## config.mk

```make
export PLATFORM = sky130hd
export DESIGN_NAME = sha256_padder_flat
export DESIGN_NICKNAME = d
export VERILOG_FILES = /design/src/rtl/sha256_padder_if.sv /design/src/rtl/sha256_padder.sv /design/src/flat_wrapper.sv
export SDC_FILE = /design/constraint.sdc
export NUM_CORES = 2
export LEC_CHECK = 0
export BUFFER_PORTS_ARGS = -buffer_cell sky130_fd_sc_hd__buf_4
export CAP_MARGIN = 25
export CELL_PAD_IN_SITES_DETAIL_PLACEMENT = 1
export CELL_PAD_IN_SITES_GLOBAL_PLACEMENT = 2
export CORE_ASPECT_RATIO = 0.75
export CORE_MARGIN = 2
export CORE_UTILIZATION = 41
export CTS_BUF_LIST = sky130_fd_sc_hd__clkbuf_4
export DETAILED_ROUTE_END_ITERATION = 7
export PLACE_DENSITY_LB_ADDON = 0.1
export RECOVER_POWER = 50
export SLEW_MARGIN = 20
export SYNTH_ARGS = -nofsm -noshare
export SYNTH_HDL_FRONTEND = slang
export SYNTH_SLANG_ARGS = --single-unit
```

## constraint.sdc

```tcl
create_clock -name axi_aclk -period 74.6 [get_ports axi_aclk]
set_clock_uncertainty 0.1 [all_clocks]
set_input_delay 14.92 -clock axi_aclk [delete_from_list [all_inputs] [get_ports axi_aclk]]
set_output_delay 14.92 -clock axi_aclk [all_outputs]
set_load 0.03 [all_outputs]
```

## src/rtl/sha256_padder_if.sv

```systemverilog
// sha256_padder_if
// AXI-Stream bundle for the SHA-256 padder. It is used twice: once 32 bits
// wide for the incoming message bytes and once 512 bits wide for the padded
// blocks.
//   tdata  : payload, byte k of the beat at bits [8k+7:8k]
//   tkeep  : valid byte lanes, contiguous from lane 0
//   tvalid : source has a beat
//   tready : sink can take the beat
//   tlast  : final beat of a message or block sequence
// Modports: master drives the payload, slave drives tready.
interface sha256_padder_if #(
    parameter int DATA_W = 32
);
    logic [DATA_W-1:0]   tdata;
    logic [DATA_W/8-1:0] tkeep;
    logic                tvalid;
    logic                tready;
    logic                tlast;

    modport master (output tdata, output tkeep, output tvalid, output tlast, input tready);
    modport slave  (input tdata, input tkeep, input tvalid, input tlast, output tready);
endinterface

```

## src/rtl/sha256_padder.sv

```systemverilog
// sha256_padder
// Takes a byte message as 32-bit AXI-Stream beats and emits it as SHA-224/256
// padded 512-bit blocks. The padding is a 0x80 marker, zero fill, and a
// 64-bit big-endian bit length in bytes 56..63 of the final block.
// Ports:
//   axi_aclk  : clock, rising edge
//   axi_reset : asynchronous active-high reset; discards any partial message
//   s_axis    : 32-bit message input (slave), first byte in lane [7:0]
//   m_axis    : 512-bit block output (master), block byte k at [8k+7:8k],
//               tlast on the final block of each message
module sha256_padder (
    input  logic            axi_aclk,
    input  logic            axi_reset,
    sha256_padder_if.slave  s_axis,
    sha256_padder_if.master m_axis
);
    typedef enum logic [1:0] {ACCEPT, EMIT_DATA, EMIT_PAD, EMIT_FINAL} state_t;

    state_t       state;
    logic [3:0]   w;
    logic [60:0]  byte_cnt;
    logic [511:0] blk;
    logic         pad_marker;
    logic         s_ready;
    logic         m_valid;
    logic         m_last;
    logic [511:0] m_data;

    logic [2:0]   nb;
    logic [6:0]   p;
    logic [60:0]  cnt_last;
    logic [63:0]  bit_len;
    logic [511:0] word_blk;
    logic [511:0] last_blk;
    logic [511:0] pad_blk;

    // Places the bit length big-endian into bytes 56..63 (byte 56 = MSB).
    function automatic logic [511:0] put_length(input logic [511:0] b, input logic [63:0] len);
        logic [511:0] r;
        r = b;
        for (int i = 0; i < 8; i++) begin
            r[(56 + i) * 8 +: 8] = len[(7 - i) * 8 +: 8];
        end
        return r;
    endfunction

    // Candidate blocks for the beat currently offered. word_blk is the buffer
    // with this beat written at word w; last_blk additionally applies the
    // marker/zero fill from byte p upward. Lanes beyond the kept count all
    // sit at or above p, so the fill also masks them. pad_blk is the second
    // block used when the length no longer fits behind the marker.
    always_comb begin
        nb       = s_axis.tlast ? 3'($countones(s_axis.tkeep)) : 3'd4;
        p        = {1'b0, w, 2'b00} + {4'b0000, nb};
        cnt_last = byte_cnt + 61'(nb);
        bit_len  = {cnt_last, 3'b000};

        word_blk = blk;
        word_blk[{w, 5'b00000} +: 32] = s_axis.tdata;

        last_blk = word_blk;
        for (int k = 0; k < 64; k++) begin
            if (7'(k) == p) begin
                last_blk[k * 8 +: 8] = 8'h80;
            end else if (7'(k) > p) begin
                last_blk[k * 8 +: 8] = 8'h00;
            end
        end
        if (p <= 7'd55) begin
            last_blk = put_length(last_blk, bit_len);
        end

        pad_blk = put_length({504'b0, (pad_marker ? 8'h80 : 8'h00)}, {byte_cnt, 3'b000});
    end

    // Control FSM with registered handshake outputs. Input is taken only in
    // ACCEPT; each EMIT state holds its block until the sink takes it.
    always_ff @(posedge axi_aclk or posedge axi_reset) begin
        if (axi_reset) begin
            state      <= ACCEPT;
            w          <= 4'd0;
            byte_cnt   <= 61'd0;
            blk        <= 512'd0;
            pad_marker <= 1'b0;
            s_ready    <= 1'b0;
            m_valid    <= 1'b0;
            m_last     <= 1'b0;
            m_data     <= 512'd0;
        end else begin
            case (state)
                ACCEPT: begin
                    s_ready <= 1'b1;
                    if (s_ready && s_axis.tvalid) begin
                        byte_cnt <= cnt_last;
                        if (!s_axis.tlast) begin
                            blk <= word_blk;
                            if (w == 4'd15) begin
                                m_data  <= word_blk;
                                m_valid <= 1'b1;
                                m_last  <= 1'b0;
                                s_ready <= 1'b0;
                                state   <= EMIT_DATA;
                            end else begin
                                w <= w + 4'd1;
                            end
                        end else begin
                            blk     <= last_blk;
                            m_data  <= last_blk;
                            m_valid <= 1'b1;
                            s_ready <= 1'b0;
                            if (p <= 7'd55) begin
                                m_last <= 1'b1;
                                state  <= EMIT_FINAL;
                            end else begin
                                m_last     <= 1'b0;
                                pad_marker <= (p == 7'd64);
                                state      <= EMIT_PAD;
                            end
                        end
                    end
                end
                EMIT_DATA: begin
                    if (m_axis.tready) begin
                        state   <= ACCEPT;
                        w       <= 4'd0;
                        blk     <= 512'd0;
                        m_valid <= 1'b0;
                        m_last  <= 1'b0;
                        m_data  <= 512'd0;
                        s_ready <= 1'b1;
                    end
                end
                EMIT_PAD: begin
                    if (m_axis.tready) begin
                        blk    <= pad_blk;
                        m_data <= pad_blk;
                        m_last <= 1'b1;
                        state  <= EMIT_FINAL;
                    end
                end
                EMIT_FINAL: begin
                    if (m_axis.tready) begin
                        state      <= ACCEPT;
                        w          <= 4'd0;
                        byte_cnt   <= 61'd0;
                        blk        <= 512'd0;
                        pad_marker <= 1'b0;
                        m_valid    <= 1'b0;
                        m_last     <= 1'b0;
                        m_data     <= 512'd0;
                        s_ready    <= 1'b1;
                    end
                end
                default: begin
                    state <= ACCEPT;
                end
            endcase
        end
    end

    assign s_axis.tready = s_ready;
    assign m_axis.tvalid = m_valid;
    assign m_axis.tlast  = m_last;
    assign m_axis.tdata  = m_data;
    assign m_axis.tkeep  = '1;
endmodule

```

## src/flat_wrapper.sv

```systemverilog
// flat-port wrapper written by rule: the top's interface ports become plain ports
module sha256_padder_flat 
  (axi_aclk, axi_reset, s_axis_tdata, s_axis_tkeep, s_axis_tvalid, s_axis_tlast, s_axis_tready, m_axis_tdata, m_axis_tkeep, m_axis_tvalid, m_axis_tlast, m_axis_tready);
  sha256_padder_if #(.DATA_W(32)) s_axis_i ();
  sha256_padder_if #(.DATA_W(512)) m_axis_i ();
  input  logic axi_aclk;
  input  logic axi_reset;
  input wire logic [$bits(s_axis_i.tdata)-1:0] s_axis_tdata;
  input wire logic [$bits(s_axis_i.tkeep)-1:0] s_axis_tkeep;
  input wire logic [$bits(s_axis_i.tvalid)-1:0] s_axis_tvalid;
  input wire logic [$bits(s_axis_i.tlast)-1:0] s_axis_tlast;
  output wire logic [$bits(s_axis_i.tready)-1:0] s_axis_tready;
  output wire logic [$bits(m_axis_i.tdata)-1:0] m_axis_tdata;
  output wire logic [$bits(m_axis_i.tkeep)-1:0] m_axis_tkeep;
  output wire logic [$bits(m_axis_i.tvalid)-1:0] m_axis_tvalid;
  output wire logic [$bits(m_axis_i.tlast)-1:0] m_axis_tlast;
  input wire logic [$bits(m_axis_i.tready)-1:0] m_axis_tready;
  assign s_axis_i.tdata = s_axis_tdata;
  assign s_axis_i.tkeep = s_axis_tkeep;
  assign s_axis_i.tvalid = s_axis_tvalid;
  assign s_axis_i.tlast = s_axis_tlast;
  assign s_axis_tready = s_axis_i.tready;
  assign m_axis_tdata = m_axis_i.tdata;
  assign m_axis_tkeep = m_axis_i.tkeep;
  assign m_axis_tvalid = m_axis_i.tvalid;
  assign m_axis_tlast = m_axis_i.tlast;
  assign m_axis_i.tready = m_axis_tready;
  sha256_padder u_core (.axi_aclk(axi_aclk), .axi_reset(axi_reset), .s_axis(s_axis_i), .m_axis(m_axis_i));
endmodule
```

Word level (Yosys, flattened, before mapping)
Index checks and enable logic that the tools add are counted.
{"block": "classes", "n_mux": 175, "shift": 2, "n_lt_le_gt_ge": 65, "n_eq_ne": 77, "reduce_logical": 13, "add_sub_neg": 7}
{"cell": "512-bit two-way mux", "count": 8}
{"cell": "512-bit one-hot mux with 3 select lines", "count": 2}
{"cell": "8-bit two-way mux", "count": 129}
{"cell": "512-bit bitwise mux", "count": 1}
{"cell": "32-bit by 11-bit variable shift with 512-bit output (first input constant)", "count": 1}
{"cell": "32-bit by 11-bit indexed part select with 512-bit output", "count": 1}
{"cell": "6-bit by 7-bit == test with 1-bit output (first input constant)", "count": 32}
{"cell": "6-bit by 7-bit greater-than comparator with 1-bit output (first input constant)", "count": 32}
{"cell": "61-bit two-way mux", "count": 2}
{"cell": "61-bit one-hot mux with 2 select lines", "count": 1}
{"cell": "5-bit by 7-bit == test with 1-bit output (first input constant)", "count": 16}
{"cell": "5-bit by 7-bit greater-than comparator with 1-bit output (first input constant)", "count": 16}
{"cell": "61-bit by 3-bit adder with 61-bit output", "count": 1}
{"cell": "4-bit by 7-bit == test with 1-bit output (first input constant)", "count": 8}
{"cell": "4-bit by 7-bit greater-than comparator with 1-bit output (first input constant)", "count": 8}
{"cell": "3-bit by 7-bit == test with 1-bit output (first input constant)", "count": 4}
{"cell": "3-bit by 7-bit greater-than comparator with 1-bit output (first input constant)", "count": 4}
{"cell": "1-bit two-way mux", "count": 16}
{"cell": "4-bit two-way mux", "count": 4}
{"cell": "2-bit by 7-bit == test with 1-bit output (first input constant)", "count": 2}
{"cell": "1-bit by 7-bit greater-than comparator with 1-bit output (first input constant)", "count": 2}
{"cell": "2-bit by 7-bit greater-than comparator with 1-bit output (first input constant)", "count": 2}
{"cell": "2-bit inequality test (second input constant)", "count": 6}
{"cell": "9-bit negation with 11-bit output", "count": 1}
{"cell": "27 further kinds", "count": 40}
{"block": "word_totals", "in_bits": 41, "elab_cells": 348, "output_inout_bits": 579, "regBits": 1095}

Longest topological paths before layout
{"block": "depth", "ltp_word": 11, "mapped_depth": 18, "mapped_depth_nobuf": 13}

Worst setup path before layout
OpenSTA, ideal clock, no wires.
{"block": "synth_path", "kind": "input -> register", "start": "input s_axis_tkeep[0]", "end": "register u_core.blk[453]", "setup_slack_ns": 56.308, "cell_stages": 16, "path_buffers": 3, "arrival_time_ns": 18.055, "t_required_ns": 74.363, "setup_time_ns": 0.137, "path_cell_list": "ha_1 > ha_1 > clkbuf_1 > inv_1 > nor2_1 > ha_1 > inv_1 > fa_1 > nor2b_1 > or2_2 > clkbuf_1 > and4b_1 > buf_2 > nand4_1 > a211oi_1 > a21oi_1"}
{"block": "synth_via", "elab_chain_len": 11, "elab_cells_between_ends": 14, "cone_classes": "add/sub: 4; order compare: 2; eq/ne: 1; mux: 7"}
{"element": "start, declared", "line_no": "flat_wrapper.sv:9", "rtl": "input wire logic [$bits(s_axis_i.tkeep)-1:0] s_axis_tkeep;"}
{"element": "1-bit by 1-bit adder with 2-bit output (not written as such) *", "line_no": "sha256_padder.sv:53", "rtl": "nb = s_axis.tlast ? 3'($countones(s_axis.tkeep)) : 3'd4;"}
{"element": "3-bit adder (not written as such) *", "line_no": "sha256_padder.sv:53"}
{"element": "3-bit two-way mux *", "line_no": "sha256_padder.sv:53"}
{"element": "6-bit by 3-bit adder with 7-bit output", "line_no": "sha256_padder.sv:54", "rtl": "p = {1'b0, w, 2'b00} + {4'b0000, nb};"}
{"element": "6-bit by 7-bit greater-than comparator with 1-bit output", "line_no": "sha256_padder.sv:65", "rtl": "end else if (7'(k) > p) begin"}
{"element": "8-bit two-way mux", "line_no": "sha256_padder.sv:65"}
{"element": "8-bit two-way mux", "line_no": "sha256_padder.sv:63", "rtl": "if (7'(k) == p) begin"}
{"element": "512-bit two-way mux *", "line_no": "sha256_padder.sv:69", "rtl": "if (p <= 7'd55) begin"}
{"element": "512-bit two-way mux *", "line_no": "sha256_padder.sv:95", "rtl": "if (!s_axis.tlast) begin"}
{"element": "512-bit two-way mux *", "line_no": "sha256_padder.sv:93", "rtl": "if (s_ready && s_axis.tvalid) begin"}
{"element": "512-bit one-hot mux with 3 select lines *", "line_no": "sha256_padder.sv:90", "rtl": "case (state)"}
{"element": "end signal, assigned", "line_no": "sha256_padder.sv:96", "rtl": "blk <= word_blk;"}
{"element": "end signal, assigned", "line_no": "sha256_padder.sv:107", "rtl": "blk <= last_blk;"}
{"element": "end signal, assigned", "line_no": "sha256_padder.sv:135", "rtl": "blk <= pad_blk;"}
{"element": "end, declared", "line_no": "sha256_padder.sv:22", "rtl": "logic [511:0] blk;"}
Every way passes the cells marked *; elsewhere a longest branch is shown, timed or not. The select of a mux whose other input is x is not followed.
A chain may end at the register's enable or synchronous reset.

==> reports/qor.txt <==
Max clock buf depth - 4
area grow syn2layout - 12.4%
setup TNS - 0 ps
Final min period - 33380 ps
Static Leakage - 0.0258 uW
Ys Warns - 0
ANT nets after route - 0
Tcrit/Tclk final - 0.447
Critical Path RT - 73830 ps
Mean Syn Cell Area - 9.64 um2
pin count of the biggest net entering global routing - 243
Slew Limit Fails - 1134
# setup viols final - 0
Design Area, Final - 60000 um2
row count - 114
Post-Route WL - 242000 um
status - finished with violations
Net Sw Frac - 0.460
compound-cell area share of the yosys netlist - 0.224
Final Hold Violating Endpoints - 0
H-tree depth - 5
clk sinks - 1095
grt ovf - 0
Synth Register Bits - 1095
RSZ-0062 raised after global routing - false
slew margin rel. - -4.42
clock power share - 0.268
CP Max Fanout - 148
sequential area share after synthesis - 0.513
count of cell types in the netlist - 118
1st-pass router iterations - 6
fillcell total - 15023
area of the mapped netlist - 53400 um2
die width - 421 um
PortBufs - 555
GRT Overall Usage - 0.358
Worst-Skew Late Latency - 1300 ps
number of global-route vias before repair - 48574
global-route track usage on met2 - 0.509
Reg clk slew, reported paths - 60 ps
core area - 129000 um2
hold_buf cts - 0
Global Route met3 Usage - 0.0966
critical path class - primary input to async pin
Worst Hold Class - flip-flop to flip-flop
antenna violations before repair - 19
highest-count cells in the layout ignoring fill and taps - dfrtp_1, nand2_1, clkbuf_1
Crit-path slowest cell - clkbuf_1
I/O pins - 620
largest family of logic cells by synthesized area - compound AO/OA/AOI/OAI gates
Async S/R FF share, synth - 1.00
Worst Path Arrival - 32610 ps
Initial Utilization - 0.414
worst hold slack - 375 ps
first-pass GRT wire length - 348000 um
post-CTS resize count - 0
via/cell ratio - 6.20
post-route worst setup slack - 41220 ps
met1 Use GR - 0.507
Sequential Power Share - 0.352
Post-synth EDFFs - 0
most common cell after layout, fill and taps aside - dfrtp_1
HPWL after detailed placement - 166000 um
Die Ht - 317 um
initial DRC count - 5418
Setup Slack @ Placement - 54630 ps
Adder-Cell Fraction of Synth Area - 0.00356
delay of the slowest critical-path stage - 5910 ps
# DRC - 0
GRT busiest layer - met2
CTS tree - done
PD cells - 33.6 nW/um2
failing checks - capacitance limit, slew limit
Logic pwr share - 0.380
CTS Buf Count - 307
max_cap viols - 18
CP endpoint kind - async pin
crit-path cells - clkbuf_1 > clkinvlp_2 > clkbuf_1 > clkbuf_1 > clkbuf_1
Die Area - 133000 um2
clock root buffer master - clkbuf_4
Synth Area in XOR/XNOR - 0.00328
crit-path most repeated cell - clkbuf_1
Max Freq - 30.0 MHz
GPL Wtd Cong - 0.987
layout cell share with drive strength beyond 1 - 0.120
Gate Count Post-Synth - 5540
placed cell area - 58500 um2
Layout Nets - 6114
Via Count - 49450
Top FF cell, synth - dfrtp_1
post-synthesis mux area share - 0.0619
routed len/inst - 30.4 um
post-synthesis simple-gate area fraction - 0.146
Post-CTS Setup Repair Bufs - 0
worst-margin pin slew - 8130 ps
Peak VDD IR - 0.0216 mV
Switch Pwr - 927 uW
Startpoint Class - primary input
cell internal pwr - 1090 uW
-- worst max-delay path, delay by kind of cell --
kind | cells | cell delay, ps
buffers and inverters | 5 | 17140
-- cell type report --
cell class              count  area, um2  area share
diodes                      8       20.0    0.000333
clock buffers             438       3290      0.0548
clock inverters            40        205     0.00342
inverters                  46        174     0.00290
multi-input cells        3957      23800       0.397
flip-flops and latches   1095      27400       0.456
well taps                1740       2180      0.0363
repair buffers            652       2920      0.0486
-- worst paths after layout --
path | from | end | slack (ps) | cells after the start
setup / recovery | axi_reset | u_core.blk[238] | 41220 | 5
hold / removal | u_core.m_axis.tdata[377] | u_core.m_axis.tdata[377] | 380 | 2
setup reg to reg | u_core.state[1] | u_core.blk[382] | 62930 | 7
min in group asynchronous | axi_reset | u_core.m_axis.tdata[68] | 15220 | 2
max in group axi_aclk | s_axis_tvalid | u_core.blk[382] | 51020 | 8
hold reg to reg | u_core.m_axis.tdata[377] | u_core.m_axis.tdata[377] | 380 | 2
-- Yosys cell counts (31+ instances only) --
library cell  number  area (um2)
a211oi_1          31         233
a21o_1            33         248
a21oi_1          335        1680
a22o_1            90         788
a31oi_1           81         507
a32o_1           109        1090
and3_1            41         257
buf_2            102         510
buf_4             89         668
clkbuf_1         279        1050
dfrtp_1         1095       27400
inv_1             43         161
mux2_2            66         743
mux2i_1          256        2560
nand2_1          823        3090
nand2b_1          34         213
nand3_1          109         546
nand4_1           37         231
nor2_1           449        1690
nor3_1            66         330
o21ai_0          506        2530
o21ai_1           65         325
o22ai_1           35         219
o2bb2ai_1        101         885
o31ai_1          181        1360
-- metrics by stage --
stage           util  std cells  power, uW
2_1_floorplan      -       5603       1170
3_3_place_gp   0.453       7481       1480
3_5_place_dp   0.453       7483       1490
4_1_cts        0.481       7961       2030
5_1_grt        0.465       7975       2100
6_report       0.465       7976       2020
-- registers in the layout, summed over array words and instances (netlist names) --
| name | flops |
|---|---|
| u_core.m_axis.tdata | 512 |
| u_core.s_axis.tready | 1 |
| u_core.blk | 512 |
| u_core.byte_cnt | 61 |
| u_core.m_axis.tlast | 1 |
| u_core.m_axis.tvalid | 1 |
| u_core.w | 4 |
| u_core.state | 2 |
| u_core.pad_marker | 1 |
-- logic make-up after synthesis --
kind of cell,Yosys count
compound gates,1797
simple gates,1740
flops,1095
buf+inv,551
mux,322
xor+xnor,20
fa+ha+maj,14
other cells,1
-- routing by layer --
layer  routed length (um)  share of wire  vias up
li1                     -              -    21164
met1               106000           0.44    25537
met2               104000           0.43     2271
met3                22800          0.094      472
met4                10000          0.041        6
met5                   42        0.00017        -
-- power by group through the flow --
stage	sequential, uW	clock (uW)	combinational, uW
3_3_place_gp	718	0	762
6_report	709	541	765
4_1_cts	709	551	774
5_1_grt	713	582	803
3_5_place_dp	720	0	772
2_1_floorplan	758	0	416
(Power assumes the default switching activity.)
